`config.mk`:
```
export PLATFORM = sky130hd
export DESIGN_NAME = pipeline_stall_controller
export DESIGN_NICKNAME = d
export VERILOG_FILES = /design/src/rtl/pipeline_ctrl_pkg.sv /design/src/rtl/pipeline_stall_controller_sat_counter.sv /design/src/rtl/pipeline_stall_controller.sv
export SDC_FILE = /design/constraint.sdc
export NUM_CORES = 1
export LEC_CHECK = 0
export ABC_AREA = 1
export BUFFER_PORTS_ARGS = -buffer_cell sky130_fd_sc_hd__buf_2
export CAP_MARGIN = 20
export CORE_MARGIN = 8
export CORE_UTILIZATION = 25
export CTS_CLUSTER_SIZE = 10
export DETAILED_ROUTE_END_ITERATION = 10
export PLACE_DENSITY_LB_ADDON = 0.2
export SYNTH_ARGS = -nofsm -noshare
export SYNTH_HDL_FRONTEND = slang
export SYNTH_SLANG_ARGS = --single-unit
```
`constraint.sdc`:
```
create_clock -name clk -period 3 [get_ports clk]
set_input_delay 0.15 -clock clk [delete_from_list [all_inputs] [get_ports clk]]
set_output_delay 0.15 -clock clk [all_outputs]
set_load 0.05 [all_outputs]
```
`src/rtl/pipeline_ctrl_pkg.sv`:
```
// Shared types for the pipeline stall controller: FSM states, default
// watchdog limit and the bit ordering of the per-stage control bundle.
package pipeline_ctrl_pkg;

  typedef enum logic [1:0] {
    RUN      = 2'd0,
    MEM_WAIT = 2'd1,
    ERROR    = 2'd2
  } state_e;

  localparam int MEM_TIMEOUT_DEF = 200;

  // MSB-first ordering is what the pipeline top unpacks.
  typedef struct packed {
    logic pc_write;
    logic if_id_write;
    logic id_ex_write;
    logic ex_mem_write;
    logic mem_wb_write;
    logic if_id_flush;
    logic id_ex_flush;
    logic mem_wb_bubble;
  } ctrl_t;

  localparam ctrl_t CTRL_IDLE   = '0;
  localparam ctrl_t CTRL_FREEZE = 8'b0000_1001;

  // Normal-flow controls; a taken branch squashes the load-use stall since
  // the stalled instruction is on the wrong path.
  function automatic ctrl_t run_ctrl(input logic branch, input logic hazard);
    ctrl_t c;
    c = 8'b1111_1000;
    if (branch) begin
      c.if_id_flush = 1'b1;
      c.id_ex_flush = 1'b1;
    end else if (hazard) begin
      c.pc_write    = 1'b0;
      c.if_id_write = 1'b0;
      c.id_ex_flush = 1'b1;
    end
    return c;
  endfunction

endpackage

```
`src/rtl/pipeline_stall_controller_sat_counter.sv`:
```
// Saturating up-counter; holds at all-ones instead of wrapping.
module sat_counter #(
  parameter int W = 32
) (
  input  logic         clk,
  input  logic         arst,
  input  logic         inc,
  output logic [W-1:0] count
);

  always_ff @(posedge clk or posedge arst) begin
    if (arst)                     count <= '0;
    else if (inc && count != '1)  count <= count + 1'b1;
  end

endmodule

```
`src/rtl/pipeline_stall_controller.sv`:
```
// Central stall/flush sequencer for the 5-stage pipeline: memory-wait FSM,
// timeout watchdog and stall/flush performance counters.
module pipeline_stall_controller
  import pipeline_ctrl_pkg::*;
#(
  parameter int CNT_W       = 32,
  parameter int TO_W        = 8,
  parameter int MEM_TIMEOUT = MEM_TIMEOUT_DEF
) (
  input  logic             clk,
  input  logic             arst,
  input  logic             load_use_hazard,
  input  logic             branch_taken_ex,
  input  logic             dmem_req,
  input  logic             dmem_ready,
  output logic             pc_write,
  output logic             if_id_write,
  output logic             id_ex_write,
  output logic             ex_mem_write,
  output logic             mem_wb_write,
  output logic             if_id_flush,
  output logic             id_ex_flush,
  output logic             mem_wb_bubble,
  output logic             mem_timeout_err,
  output logic [CNT_W-1:0] stall_cycles,
  output logic [CNT_W-1:0] flush_count
);

  localparam logic [TO_W:0] TO_LIM = MEM_TIMEOUT[TO_W:0];

  state_e          state, state_n;
  logic [TO_W-1:0] wait_cnt, wait_n;
  logic [TO_W:0]   wait_inc;
  ctrl_t           ctrl;
  logic            flush_inc, stall_inc, stuck;

  // A dropped request while waiting is treated as completion.
  assign stuck    = dmem_req && !dmem_ready;
  assign wait_inc = {1'b0, wait_cnt} + 1'b1;

  always_ff @(posedge clk or posedge arst) begin
    if (arst) begin
      state    <= RUN;
      wait_cnt <= '0;
    end else begin
      state    <= state_n;
      wait_cnt <= wait_n;
    end
  end

  always_comb begin
    state_n   = state;
    wait_n    = wait_cnt;
    ctrl      = CTRL_IDLE;
    flush_inc = 1'b0;
    case (state)
      RUN: begin
        if (stuck) begin
          ctrl    = CTRL_FREEZE;
          state_n = (MEM_TIMEOUT == 1) ? ERROR : MEM_WAIT;
          wait_n  = {{(TO_W-1){1'b0}}, 1'b1};
        end else begin
          ctrl      = run_ctrl(branch_taken_ex, load_use_hazard);
          flush_inc = branch_taken_ex;
        end
      end
      MEM_WAIT: begin
        if (stuck) begin
          ctrl   = CTRL_FREEZE;
          wait_n = wait_inc[TO_W-1:0];
          if (wait_inc >= TO_LIM) state_n = ERROR;
        end else begin
          ctrl      = run_ctrl(branch_taken_ex, load_use_hazard);
          flush_inc = branch_taken_ex;
          state_n   = RUN;
          wait_n    = '0;
        end
      end
      ERROR:   ctrl = CTRL_IDLE;
      default: state_n = RUN;
    endcase
    if (arst) begin
      ctrl      = CTRL_IDLE;
      flush_inc = 1'b0;
    end
  end

  assign stall_inc = !ctrl.pc_write && !arst;

  assign {pc_write, if_id_write, id_ex_write, ex_mem_write, mem_wb_write,
          if_id_flush, id_ex_flush, mem_wb_bubble} = ctrl;
  assign mem_timeout_err = (state == ERROR);

  sat_counter #(.W(CNT_W)) u_stall_cnt (
    .clk(clk), .arst(arst), .inc(stall_inc), .count(stall_cycles)
  );

  sat_counter #(.W(CNT_W)) u_flush_cnt (
    .clk(clk), .arst(arst), .inc(flush_inc), .count(flush_count)
  );

endmodule

```
# [After elaboration in Yosys (flattened, before gate mapping)]
# Index checks and enable logic that the tools add are counted.
[op_classes] add_sub_neg=3 n_lt_le_gt_ge=1 eq_ne=6 mux=18 bitwise=1 n_reduce_logical=12
[op_table] operator="$add 32x1->32 const B" n=2
[op_table] operator="$ne 32x32->1 const B" n=2
[op_table] operator="$mux 8" n=5
[op_table] operator="$pmux 8 s2" n=1
[op_table] operator="$mux 2" n=5
[op_table] operator="$add 8x1->9 const B" n=1
[op_table] operator="$ge 9x8->1 const B" n=1
[op_table] operator="$mux 1" n=6
[op_table] operator="$pmux 2 s3" n=1
[op_table] operator="$logic_and 1x1->1" n=4
[op_table] operator="$logic_not 1->1" n=3
[op_table] operator="$ne 3x3->1 const B" n=1
[op_table] operator="$reduce_and 3->1" n=1
[op_table] operator="$eq 2x1->1 const B" n=1
[op_table] operator="$eq 2x2->1 const B" n=1
[op_table] operator="$logic_not 2->1" n=1
[op_table] operator="$ne 2x2->1 const B" n=1
[op_table] operator="$reduce_and 2->1" n=1
[op_table] operator="$reduce_bool 2->1" n=1
[op_table] operator="$reduce_or 2->1" n=1
[op_table] operator="$not 1->1" n=1
[totals] register_bits=74 inputBits=6 output_inout_bits=73 word_cells=45

# [Depth between registers and ports, before layout]
# Gate-level depths: netlist of run 1.
[depth] word_depth=8 mapped_depth=11 mapped_depth_nobuf=11

# [Modules after synthesis]
# From an unflattened synthesis of run 1, not the netlist that was laid out.
[hier_totals] hier_cells=816 area_unflattened_um2=5182.5
[by_module_without_submodules] mod="sat_counter" instances=2 cells_each=361 area_per_inst_um2=2257.2 seq_area_each_um2=800.8
[by_module_without_submodules] mod="pipeline_stall_controller" instances=1 cells_each=94 area_per_inst_um2=668.1 seq_area_each_um2=250.2

# [Least setup slack after synthesis of run 1]
# Ideal clock, no wire load.
[synth_timing] kind="flip-flop to flip-flop" from="register state[1]" to="register u_flush_cnt.count[26]" setup_time_ns=0.118 arrival_time_ns=2.561 t_required_ns=2.882 slack_ns=0.321 stages_incl_launch_ff=9 path_buffers=2 synth_period_minus_slack_ns=2.679 cell_sequence="dfrtp_1 > nor2_1 > nand2_1 > nor2_1 > nand2_2 > buf_6 > buf_12 > nand2_2 > nand2_1"
[synth_between] elab_chain_len=5 word_cells_on_any_way=6 cone_classes="eq/ne (1); mux (2); reduce/logical (3)"
[synth_lines] element="start, declared" line_no="pipeline_stall_controller.sv:31" source="state_e state, state_n;"
[synth_lines] element="start signal, assigned" line_no="pipeline_stall_controller.sv:46" source="state <= state_n;"
[synth_lines] element="$eq 2x1->1 / $logic_not 2->1 (equally long branches)" line_no="pipeline_stall_controller.sv:56" source="case (state)"
[synth_lines] element="$reduce_or 2->1 (no line) (*)"
[synth_lines] element="$mux 1 (*)"
[synth_lines] element="$mux 1 (*)" line_no="pipeline_stall_controller.sv:82" source="if (arst) begin"
[synth_lines] element="$logic_and 1x1->1 (*)" line_no="pipeline_stall_controller_sat_counter.sv:13" source="else if (inc && count != '1) count <= count + 1'b1;"
[synth_lines] element="end signal, assigned" line_no="pipeline_stall_controller_sat_counter.sv:13"
[synth_lines] element="end, declared" line_no="pipeline_stall_controller_sat_counter.sv:8" source="output logic [W-1:0] count"
# Mark *: on every way between the ends. The rest lies on a longest branch, timed or not.
# A chain may end at the register's enable or synchronous reset.

# [Worst setup path after layout of run 1]
[layout_timing] from="register u_flush_cnt.count[0]" to="register u_flush_cnt.count[1]"
[layout_between] elab_chain_len=2 word_cells_on_any_way=3 cone_classes="add/sub (1); eq/ne (1); reduce/logical (1)"
[layout_lines] element="branches (longest 2 deep; another with $add 32x1->32)"
# Parallel ways; which one is timed is not known.

==> summary.txt, run 1 <==
Floorplan
  • Die area: 24900 sq um
  • Starting density of the core: 25.1%
  • DIE HEIGHT: 158 um
  • Die width: 158 um
  • Io pins: 79
  • Rows: 52
  • Core region area: 20000 sq um

Synthesis
  • Top cell type by total area after synthesis: dfrtp_1
  • Distinct cell type count after synthesis: 35
  • Post-synth EDFFs: 0
  • Yosys warns: 0
  • Yosys reg bits: 74
  • Mapped Cells: 748
  • Top-area cell type share of the netlist area: 36.9%
  • Count leader, synth: nand2_1
  • Most frequent cells after synthesis: nand2_1, nor2_1, dfrtp_1, inv_1, nand3_1
  • Seq/Total Area, Yosys: 36.9%
  • Synth Flop Type: dfrtp_1
  • Top cells by area, synth: dfrtp_1, nand2_1, nor2_1, inv_1, xor2_1
  • Syn_nets: 758
  • Syn avg cell area: 6.71 sq um
  • Synthesized area: 5020 sq um
  • Ys async rst share: 100%

Placement
  • I/O Buffers: 78
  • Gpl congestion: 0.839
  • HPWL Detailed: 11200 um
  • DP Area: 5620 sq um

STA
  • Slew HR: 60.7%
  • Worst-Margin Slew: 0.589 ns
  • Setup total negative slack: 0 ns
  • Fmax: 0.449 GHz
  • Final Skew: 0.0129 ns
  • Fin. Hold Viols: 0
  • RSZ-0062 raised after global routing: no
  • Tmin final: 2.23 ns
  • Final setup vio count: 0
  • Pins Over Slew Limit: 0
  • Final period utilization: 74.2%

Critical path
  • Startpoint class of the critical path: flip-flop
  • WP data arrival: 2.43 ns
  • CP max FO: 35
  • Crit end category: flip-flop
  • Reg2reg path depth: 10
  • R2R Path Start: u_flush_cnt.count[0]$_DFFE_PP0P_
  • CP peak stage delay: 0.42 ns
  • RR Endpoint: u_flush_cnt.count[1]$_DFFE_PP0P_
  • R2R Setup Slk: 0.77 ns
  • Worst setup path class: reg -> reg
  • Critical path cell sequence: ha_1 > inv_2 > nor2_4 > nand2_4 > nor2_4 > nand2_2 > nand2_2 > inv_2 > nand2_1 > o21ai_1
  • Data required, critical path: 3.20 ns
  • Crit-path slowest cell: dfrtp_1

Detailed routing
  • Final ANT Viol Nets: 0
  • Router iterations before antenna repair: 5
  • Total wire length: 14900 um
  • Initial DRC count: 311
  • Routed len/inst: 13.5 um
  • Number of remaining DRC errors: 0
  • Via count: 4742
  • Via density: 4.31

Job
  • Max Cap Viol: 0

Clock tree
  • Post-CTS setup buffers: 0
  • CTS Root Cell: clkbuf_16
  • Skew-Pair Late Insertion Delay: 0.35 ns
  • Clk pin slew, worst setup/hold paths: 0.06 ns
  • CTS Buf Count: 9
  • Cts repair resizes: 0
  • Hold Buf Count CTS: 0
  • Clock sink count: 74
  • H-tree depth: 3
  • CTS tree: built
  • Clk buf depth: 2

Hold path
  • Hold-critical path depth: 5
  • Worst Min Path Start: dmem_ready
  • Hold Path Class: in -> reg
  • Hold endpoint: state[1]$_DFFE_PP0P_

Power and ir drop
  • Worst vdd ir: 0.000321 V
  • P_leak: 2.92 nW
  • PD cells: 540 nW/um^2

Global routing
  • Largest net degree at the start of global routing: 75
  • Total gr overflow: 0
  • Global-route wire length before repair: 24100 um
  • GRT Total Usage: 12.4%
  • Vias in the first global route: 4513
  • Initial antenna violation count: 0

Cells and area
  • Synth-to-layout area growth: 18.9%
  • Share of cells above drive strength 1: 16.5%
  • Diodes inserted: 0
  • Design Area, Final: 5970 sq um
  • NumNets Final: 836

Status
  • Run status: finished clean
[worst max-delay path, delay by kind of cell (launching register included)]
| kind | cells | cell delay, ns |
|---|---|---|
| simple gates | 6 | 0.88 |
| flops | 1 | 0.42 |
| compound gates | 1 | 0.07 |
| buf+inv | 2 | 0.41 |
| fa+ha+maj | 1 | 0.30 |
[cell usage in the layout, fill, tap and decap left out, types with 2 or more instances in the layout]
| master | n |
|---|---|
| xor2_1 | 23 |
| nor3_1 | 13 |
| inv_2 | 10 |
| nor2_2 | 2 |
| nor2_4 | 4 |
| xnor2_1 | 13 |
| nor2_1 | 82 |
| dfrtp_1 | 74 |
| clkinv_2 | 2 |
| o21ai_0 | 6 |
| buf_2 | 78 |
| bufinv_16 | 2 |
| nand2_2 | 13 |
| o21ai_1 | 11 |
| inv_1 | 59 |
| nand2_4 | 2 |
| a21oi_1 | 2 |
| clkinvlp_4 | 2 |
| nand4_1 | 12 |
| buf_4 | 2 |
| clkbuf_16 | 9 |
| nor3_2 | 5 |
| nand3_1 | 27 |
| nand3b_1 | 14 |
| o22ai_1 | 5 |
| nand2_1 | 343 |
| ha_1 | 4 |
[report_power, final]
part | switching, mW | internal (mW)
Sequential | 0.147 | 1.09
Clock | 0.448 | 0.723
Combinational | 0.614 | 0.197
[cells by family (layout without fill, tap and decap cells)]
| kind of cell | count (synthesis) | after routing | share of synthesized area [%] |
|---|---|---|---|
| XOR/XNOR | 36 | 36 | 6.28 |
| flip-flops | 74 | 74 | 36.9 |
| adder cells (fa/ha/maj) | 4 | 4 | 0.998 |
| AND/OR/NAND/NOR | 522 | 522 | 44.8 |
| AO/OA/AOI/OAI | 26 | 26 | 2.87 |
| buffers and inverters | 86 | 168 | 8.18 |
[how the worst max path moves through the flow]
stage	endpoint	slack (ns)	start
4_1_cts	u_flush_cnt.count[1]$_DFFE_PP0P_	0.74	u_flush_cnt.count[0]$_DFFE_PP0P_
5_1_grt	u_flush_cnt.count[1]$_DFFE_PP0P_	0.51	u_flush_cnt.count[0]$_DFFE_PP0P_
3_5_place_dp	u_flush_cnt.count[1]$_DFFE_PP0P_	0.75	u_flush_cnt.count[0]$_DFFE_PP0P_
2_1_floorplan	u_flush_cnt.count[26]$_DFFE_PP0P_	0.32	state[1]$_DFFE_PP0P_
3_3_place_gp	u_flush_cnt.count[12]$_DFFE_PP0P_	0.84	u_flush_cnt.count[0]$_DFFE_PP0P_
6_report	u_flush_cnt.count[1]$_DFFE_PP0P_	0.77	u_flush_cnt.count[0]$_DFFE_PP0P_
[flip-flops by register name, summed over array words and instances (netlist names)]
signal / flops
u_flush_cnt.count: 32
u_stall_cnt.count: 32
wait_cnt: 8
state: 2
[layout make-up]
| cell class | count | area (sq um) |
|---|---|---|
| Fill cell | 2252 | 14000 |
| Tap cell | 270 | 338 |
| Clock inverter | 5 | 80.1 |
| Sequential cell | 74 | 1850 |
| Inverter | 71 | 270 |
| Clock buffer | 10 | 229 |
| Timing Repair Buffer | 82 | 443 |
| Multi-Input combinational cell | 588 | 2760 |
[metal layers]
metal  part of all wire [%]  GRT usage (%)  vias up  routed length (um)
met3                    4.7           2.92       18                 694
met5                      0              0        -                   0
met4                    1.6           4.35        0                 234
li1                       -              -     2473                   -
met1                     51           17.2     2159                7510
met2                     43           18.5       92                6420
[stage by stage]
step	total power, mW	hold slack (ns)	cells	utilization (%)	setup slack, ns
final	3.22	0.269	1100	29.9	0.773
after global placement	2.07	0.486	1083	28.1	0.840
after detailed placement	2.07	0.480	1083	28.1	0.751
after CTS	3.26	0.195	1098	29.7	0.741
after floorplan	1.87	0.446	748	-	0.321
after global routing	3.38	0.332	1100	29.9	0.511
Power figures use the tool's default switching activity.
==> run 2: changes to the inputs <==
==> constraint.sdc (replaced) <==
create_clock -name clk -period 2.25 [get_ports clk]
set_input_delay 0.1125 -clock clk [delete_from_list [all_inputs] [get_ports clk]]
set_output_delay 0.1125 -clock clk [all_outputs]
set_load 0.05 [all_outputs]
==> run 2 against run 1 <==
Clock power up 30%. Setup slack worse by 0.55 ns. Final area up 1.3%. Maximum frequency up 9.6%. Clock skew down 0.00079 ns. Cell count up 0.82%. Via count up 0.76%. Power up 33%. First-iteration DRC count up 3.5%. Sequential share of layout area down 0.40 points. Routed wire length up 1.8%. Sequential power up 32%. Largest cell class unchanged.
==> summary.txt, run 2 (synthesized netlist as in run 1, its figures left out) <==
Hold path
  • Hold endpoint: state[1]$_DFFE_PP0P_
  • Hold-critical path depth: 5 (unchanged)
  • Hold Path Class: in -> reg
  • Worst Min Path Start: dmem_ready

Cells and area
  • Share of cells above drive strength 1: 17.6% (+1.1 points)
  • Multi-input gate area in the final layout: 2760 sq um (+0.18%)
  • Fillers: 2245 (-0.31%)
  • NumNets Final: 844 (+0.96%)
  • Synth-to-layout area growth: 20.5%
  • Diodes inserted: 0 (unchanged)
  • Most common cell after layout, fill and taps aside: nand2_1
  • Final Util: 30.3% (+0.39 points)
  • Most frequent cells in the layout: nand2_1, nor2_1, buf_2, dfrtp_1, inv_1
  • Layout Cells excl Fill: 1109 (+0.82%)
  • Largest registers: u_flush_cnt.count x32, u_stall_cnt.count x32, wait_cnt x8
  • Reg area: 1850 sq um (unchanged)

STA
  • Setup total negative slack: 0 ns (unchanged)
  • Worst-Margin Slew: 0.612 ns (+0.0231 ns)
  • Fmax: 0.492 GHz (+9.6%)
  • RSZ-0062 raised after global routing: no
  • Tmin final: 2.03 ns (-0.195 ns)
  • Pins Over Slew Limit: 0 (unchanged)
  • Final setup vio count: 0 (unchanged)
  • Final period utilization: 90.3% (+16 points)
  • Slew HR: 59.1% (-1.5 points)
  • Final Skew: 0.0122 ns (-0.000787 ns)
  • Fin. Hold Viols: 0 (unchanged)

Floorplan
  • DIE HEIGHT: 158 um (unchanged)
  • Starting density of the core: 25.1% (unchanged)
  • Rows: 52 (unchanged)
  • Io pins: 79 (unchanged)
  • Die width: 158 um (unchanged)
  • Core region area: 20000 sq um (unchanged)
  • Die area: 24900 sq um (unchanged)

Placement
  • Cells after DPL: 1091 (+0.74%)
  • I/O Buffers: 78 (unchanged)
  • HPWL Detailed: 11600 um (+3.7%)
  • Gpl congestion: 0.819 (-2.3%)

Power and ir drop
  • P_leak: 2.97 nW (+1.5%)
  • Worst vdd ir: 0.000357 V (+11%)
  • PD cells: 710 nW/um^2 (+31%)
  • Total design power: 4.29 mW (+33%)

Clock tree
  • Clk buf depth: 2 (unchanged)
  • Clk pin slew, worst setup/hold paths: 0.06 ns (about the same)
  • Clock sink count: 74 (unchanged)
  • CTS Buf Count: 9 (unchanged)
  • Skew-Pair Late Insertion Delay: 0.35 ns (about the same)
  • H-tree depth: 3 (unchanged)
  • CTS Root Cell: clkbuf_16
  • Post-CTS setup buffers: 0 (unchanged)
  • CTS tree: built

Global routing
  • Initial antenna violation count: 0 (unchanged)
  • Largest net degree at the start of global routing: 75 (unchanged)
  • Global-route wire length before repair: 24900 um (+3.2%)
  • Total gr overflow: 0 (unchanged)
  • GRT Total Usage: 12.8% (+0.39 points)
  • Vias in the first global route: 4616 (+2.3%)

Critical path
  • RR Endpoint: u_stall_cnt.count[5]$_DFFE_PP0P_
  • CP max FO: 19 (-46%)
  • Startpoint class of the critical path: flip-flop
  • R2R Path Start: u_stall_cnt.count[1]$_DFFE_PP0P_
  • WP data arrival: 2.30 ns (-0.13 ns)
  • Crit end category: flip-flop
  • Worst setup path class: reg -> reg
  • Reg2reg path depth: 10 (unchanged)
  • Data required, critical path: 2.51 ns (-0.69 ns)
  • R2R Setup Slk: 0.22 ns (-0.55 ns)

Detailed routing
  • Initial DRC count: 322 (+3.5%)
  • Via density: 4.31 (about the same)
  • Router iterations before antenna repair: 4 (-1)
  • Total wire length: 15100 um (+1.8%)
  • Number of remaining DRC errors: 0 (unchanged)
  • Routed len/inst: 13.6 um (+1.0%)
  • Final ANT Viol Nets: 0 (unchanged)
  • Via count: 4778 (+0.76%)

Status
  • Run status: finished clean

Job
  • Max Cap Viol: 0 (unchanged)
-- run 2: power breakdown --
group | internal (mW) | total [mW] | switching, mW
logic | 0.287 | 1.13 | 0.840
clock network | 0.919 | 1.52 | 0.602
registers | 1.46 | 1.64 | 0.184
total | 2.66 | 4.29 | 1.63
-- run 2: repair_timing --
action	in CTS	in global routing
endpoints found under the hold margin	0	28
resized for setup	0	0
hold buffers	0	1
endpoints found under the setup margin	0	0
-- run 2: critical path, cell delays in order (launching register included) --
cell and delay [ns]:
dfrtp_1 0.41, ha_1 0.33, nand3_2 0.17, inv_2 0.10, nand2_1 0.14, nor2_4 0.17, nand2_4 0.09, nand2_8 0.14
buf_4 0.26, nand2_1 0.07, o21ai_1 0.07
-- run 2: worst max path at each step --
stage,start,to,slack [ns],cells after the start
after floorplan,state[1]$_DFFE_PP0P_,u_flush_cnt.count[26]$_DFFE_PP0P_,0.09,8
after global placement,u_stall_cnt.count[1]$_DFFE_PP0P_,u_stall_cnt.count[13]$_DFFE_PP0P_,0.22,10
after detailed placement,u_stall_cnt.count[1]$_DFFE_PP0P_,u_stall_cnt.count[2]$_DFFE_PP0P_,0.20,10
after CTS,u_stall_cnt.count[0]$_DFFE_PP0P_,u_stall_cnt.count[5]$_DFFE_PP0P_,0.19,10
after global routing,u_stall_cnt.count[1]$_DFFE_PP0P_,u_stall_cnt.count[2]$_DFFE_PP0P_,0.007,10
final,u_stall_cnt.count[1]$_DFFE_PP0P_,u_stall_cnt.count[5]$_DFFE_PP0P_,0.22,10
-- run 2: through the flow --
stage / hold slack [ns] / cell area, sq um / setup WS (ns)
floorplan: 0.312 / 5030 / 0.0859
global placement: 0.469 / 5700 / 0.220
detailed placement: 0.475 / 5700 / 0.198
CTS: 0.203 / 6010 / 0.188
global route: 0.320 / 6040 / 0.00736
finish: 0.284 / 6040 / 0.218
-- run 2: layout make-up --
cell class | count | area share [%]
Clock buffer | 12 | 4.24
Multi-Input combinational cell | 588 | 45.7
Timing Repair Buffer | 90 | 8.53
Tap cell | 270 | 5.59
Sequential cell | 74 | 30.6
Clock inverter | 4 | 0.828
Inverter | 71 | 4.51
-- run 2: layer usage --
metal	share of wire, %	global-route usage (%)	vias to the layer above
met4	1.0	3.85	0
li1	-	-	2493
met3	4.3	2.76	13
met5	0	0	-
met2	43	19.8	74
met1	51	17.5	2198
==> run 3: changes to the inputs <==
--- a/config.mk
+++ b/config.mk
@@ -6,6 +6,7 @@
 export NUM_CORES = 1
 export LEC_CHECK = 0
 export ABC_AREA = 1
+export ABC_CLOCK_PERIOD_IN_PS = 2250
 export BUFFER_PORTS_ARGS = -buffer_cell sky130_fd_sc_hd__buf_2
 export CAP_MARGIN = 20
 export CORE_MARGIN = 8
@@ -13,6 +14,7 @@
 export CTS_CLUSTER_SIZE = 10
 export DETAILED_ROUTE_END_ITERATION = 10
 export PLACE_DENSITY_LB_ADDON = 0.2
+export RECOVER_POWER = 25
 export SYNTH_ARGS = -nofsm -noshare
 export SYNTH_HDL_FRONTEND = slang
 export SYNTH_SLANG_ARGS = --single-unit
==> run 3 against run 2 <==
Worst hold slack worse by 0.0039 ns. Via count about the same. Critical path depth unchanged. Largest power group unchanged. Highest routed layer unchanged.
==> summary.txt, run 3 (synthesized netlist as in run 1, its figures left out) <==
Status
  • Run status: finished clean

Power and ir drop
  • Clock power share: 35.6% (about the same)
  • NetSw: 1.63 mW (about the same)
  • P_leak: 2.95 nW (-0.54%)
  • Int Power: 2.66 mW (-0.18%)
  • Net Sw Frac: 37.9% (about the same)
  • Combinational power share: 26.2% (about the same)
  • PD cells: 712 nW/um^2 (+0.29%)
  • Seq pwr share: 38.3% (about the same)
  • Total design power: 4.28 mW (-0.12%)
  • Worst vdd ir: 0.000357 V (about the same)

Critical path
  • Crit end category: flip-flop
  • Startpoint class of the critical path: flip-flop
  • Worst setup path class: reg -> reg
  • WP data arrival: 2.29 ns (about the same)
  • Data required, critical path: 2.51 ns (about the same)
  • CP max FO: 19 (unchanged)

Job
  • Max Cap Viol: 0 (unchanged)

Clock tree
  • Cts repair resizes: 0 (unchanged)
  • Post-CTS setup buffers: 0 (unchanged)
  • CTS Root Cell: clkbuf_16
  • CTS tree: built
  • Clk buf depth: 2 (unchanged)
  • Skew-Pair Late Insertion Delay: 0.35 ns (about the same)
  • CTS Buf Count: 9 (unchanged)
  • Clk pin slew, worst setup/hold paths: 0.06 ns (about the same)
  • Clock sink count: 74 (unchanged)
  • H-tree depth: 3 (unchanged)

Placement
  • DP Area: 5700 sq um (unchanged)
  • Cells after DPL: 1091 (unchanged)
  • I/O Buffers: 78 (unchanged)
  • Gpl congestion: 0.819 (unchanged)
  • HPWL Detailed: 11600 um (unchanged)

Global routing
  • GRT Total Usage: 12.8% (unchanged)
  • Global-route wire length before repair: 24900 um (unchanged)
  • Largest net degree at the start of global routing: 75 (unchanged)
  • Vias in the first global route: 4616 (unchanged)
  • Total gr overflow: 0 (unchanged)
  • Initial antenna violation count: 0 (unchanged)

Floorplan
  • Die width: 158 um (unchanged)
  • Die area: 24900 sq um (unchanged)
  • Rows: 52 (unchanged)
  • Starting density of the core: 25.1% (unchanged)
  • Core region area: 20000 sq um (unchanged)
  • Io pins: 79 (unchanged)
  • DIE HEIGHT: 158 um (unchanged)

Detailed routing
  • Final ANT Viol Nets: 0 (unchanged)
  • Number of remaining DRC errors: 0 (unchanged)
  • Initial DRC count: 308 (-4.3%)
  • Router iterations before antenna repair: 4 (unchanged)
  • Routed len/inst: 13.6 um (about the same)
  • Total wire length: 15100 um (about the same)
  • Via count: 4779 (+0.021%)
  • Via density: 4.31 (about the same)

STA
  • Tmin final: 2.03 ns (-0.00286 ns)
  • Min Hold Slack: 0.280 ns (-0.00392 ns)
  • Final setup vio count: 0 (unchanged)
  • Final period utilization: 90.2% (-0.13 points)
  • Fin. Hold Viols: 0 (unchanged)
  • Fmax: 0.493 GHz (+0.14%)
  • RSZ-0062 raised after global routing: no
  • Final Skew: 0.0122 ns (+0.0000163 ns)
  • Setup total negative slack: 0 ns (unchanged)
  • Worst-Margin Slew: 0.756 ns (+0.143 ns)
  • Slew HR: 49.6% (-9.5 points)
  • Pins Over Slew Limit: 0 (unchanged)

Cells and area
  • Synth-to-layout area growth: 20.0%
  • Most frequent cells in the layout: nand2_1, nor2_1, buf_2, dfrtp_1, inv_1
  • Largest registers: u_flush_cnt.count x32, u_stall_cnt.count x32, wait_cnt x8
  • NumNets Final: 844 (unchanged)
  • Diodes inserted: 0 (unchanged)
  • Most common cell after layout, fill and taps aside: nand2_1
  • Layout Cells excl Fill: 1109 (unchanged)
  • Design Area, Final: 6020 sq um (-0.41%)
  • Fillers: 2248 (+0.13%)
  • Share of cells above drive strength 1: 17.4% (-0.24 points)

Hold path
  • Hold Path Class: in -> reg
run 3: power by group through the flow:
stage	sequential (mW)	combinational (mW)	clock (mW)
after floorplan	2.05	0.439	0
after global placement	1.67	1.14	0
after detailed placement	1.67	1.14	0
after CTS	1.64	1.14	1.58
after global routing	1.67	1.21	1.64
final	1.64	1.12	1.52
run 3: worst max-delay path, stage by stage (launching register included):
cell	delay [ns]
dfrtp_1	0.41
ha_1	0.33
nand3_2	0.17
inv_2	0.10
nand2_1	0.14
nor2_4	0.17
nand2_4	0.09
nand2_8	0.14
buf_4	0.25
nand2_1	0.07
o21ai_1	0.07
run 3: final cells by class:
| type | count | area [sq um] | area share (%) |
|---|---|---|---|
| multi-input combinational | 588 | 2760 | 45.9 |
| sequential | 74 | 1850 | 30.8 |
| timing repair buffer | 90 | 490 | 8.15 |
| tap | 270 | 338 | 5.61 |
| inverter | 71 | 273 | 4.53 |
| clock buffer | 12 | 256 | 4.26 |
| clock inverter | 4 | 50.0 | 0.831 |
run 3: final timing paths:
| check | startpoint | endpoint | slack (ns) | cells past startpoint |
|---|---|---|---|---|
| setup reg to reg | u_stall_cnt.count[1]$_DFFE_PP0P_ | u_stall_cnt.count[5]$_DFFE_PP0P_ | 0.22 | 10 |
| hold reg to reg | state[0]$_DFFE_PP0P_ | state[0]$_DFFE_PP0P_ | 0.48 | 1 |
| hold / removal | dmem_ready | state[1]$_DFFE_PP0P_ | 0.28 | 5 |
| setup / recovery | u_stall_cnt.count[1]$_DFFE_PP0P_ | u_stall_cnt.count[5]$_DFFE_PP0P_ | 0.22 | 10 |
| min in group asynchronous | arst | wait_cnt[7]$_DFFE_PP0P_ | 0.66 | 4 |
| max in group asynchronous | arst | u_stall_cnt.count[6]$_DFFE_PP0P_ | 0.40 | 5 |
run 3: metal layers:
metal  up-vias  share of wire, %  GRT usage, %
li1       2491                 -             -
met1      2190                51          17.5
met2        86                43          19.8
met3        12               4.5          2.76
met4         0               1.1          3.85
met5         -                 0             0
run 3: timing repair:
action                                  in CTS  in global routing
endpoints found under the hold margin        0                 28
hold buffers                                 0                  1
endpoints found under the setup margin       0                  0
run 3: per-stage QoR:
stage                     setup slack (ns)  util, %
final                                0.221     30.1
after global routing               0.00736     30.1
after CTS                            0.188     30.1
after detailed placement             0.198     28.5
after global placement               0.220     28.5
after floorplan                     0.0859        -
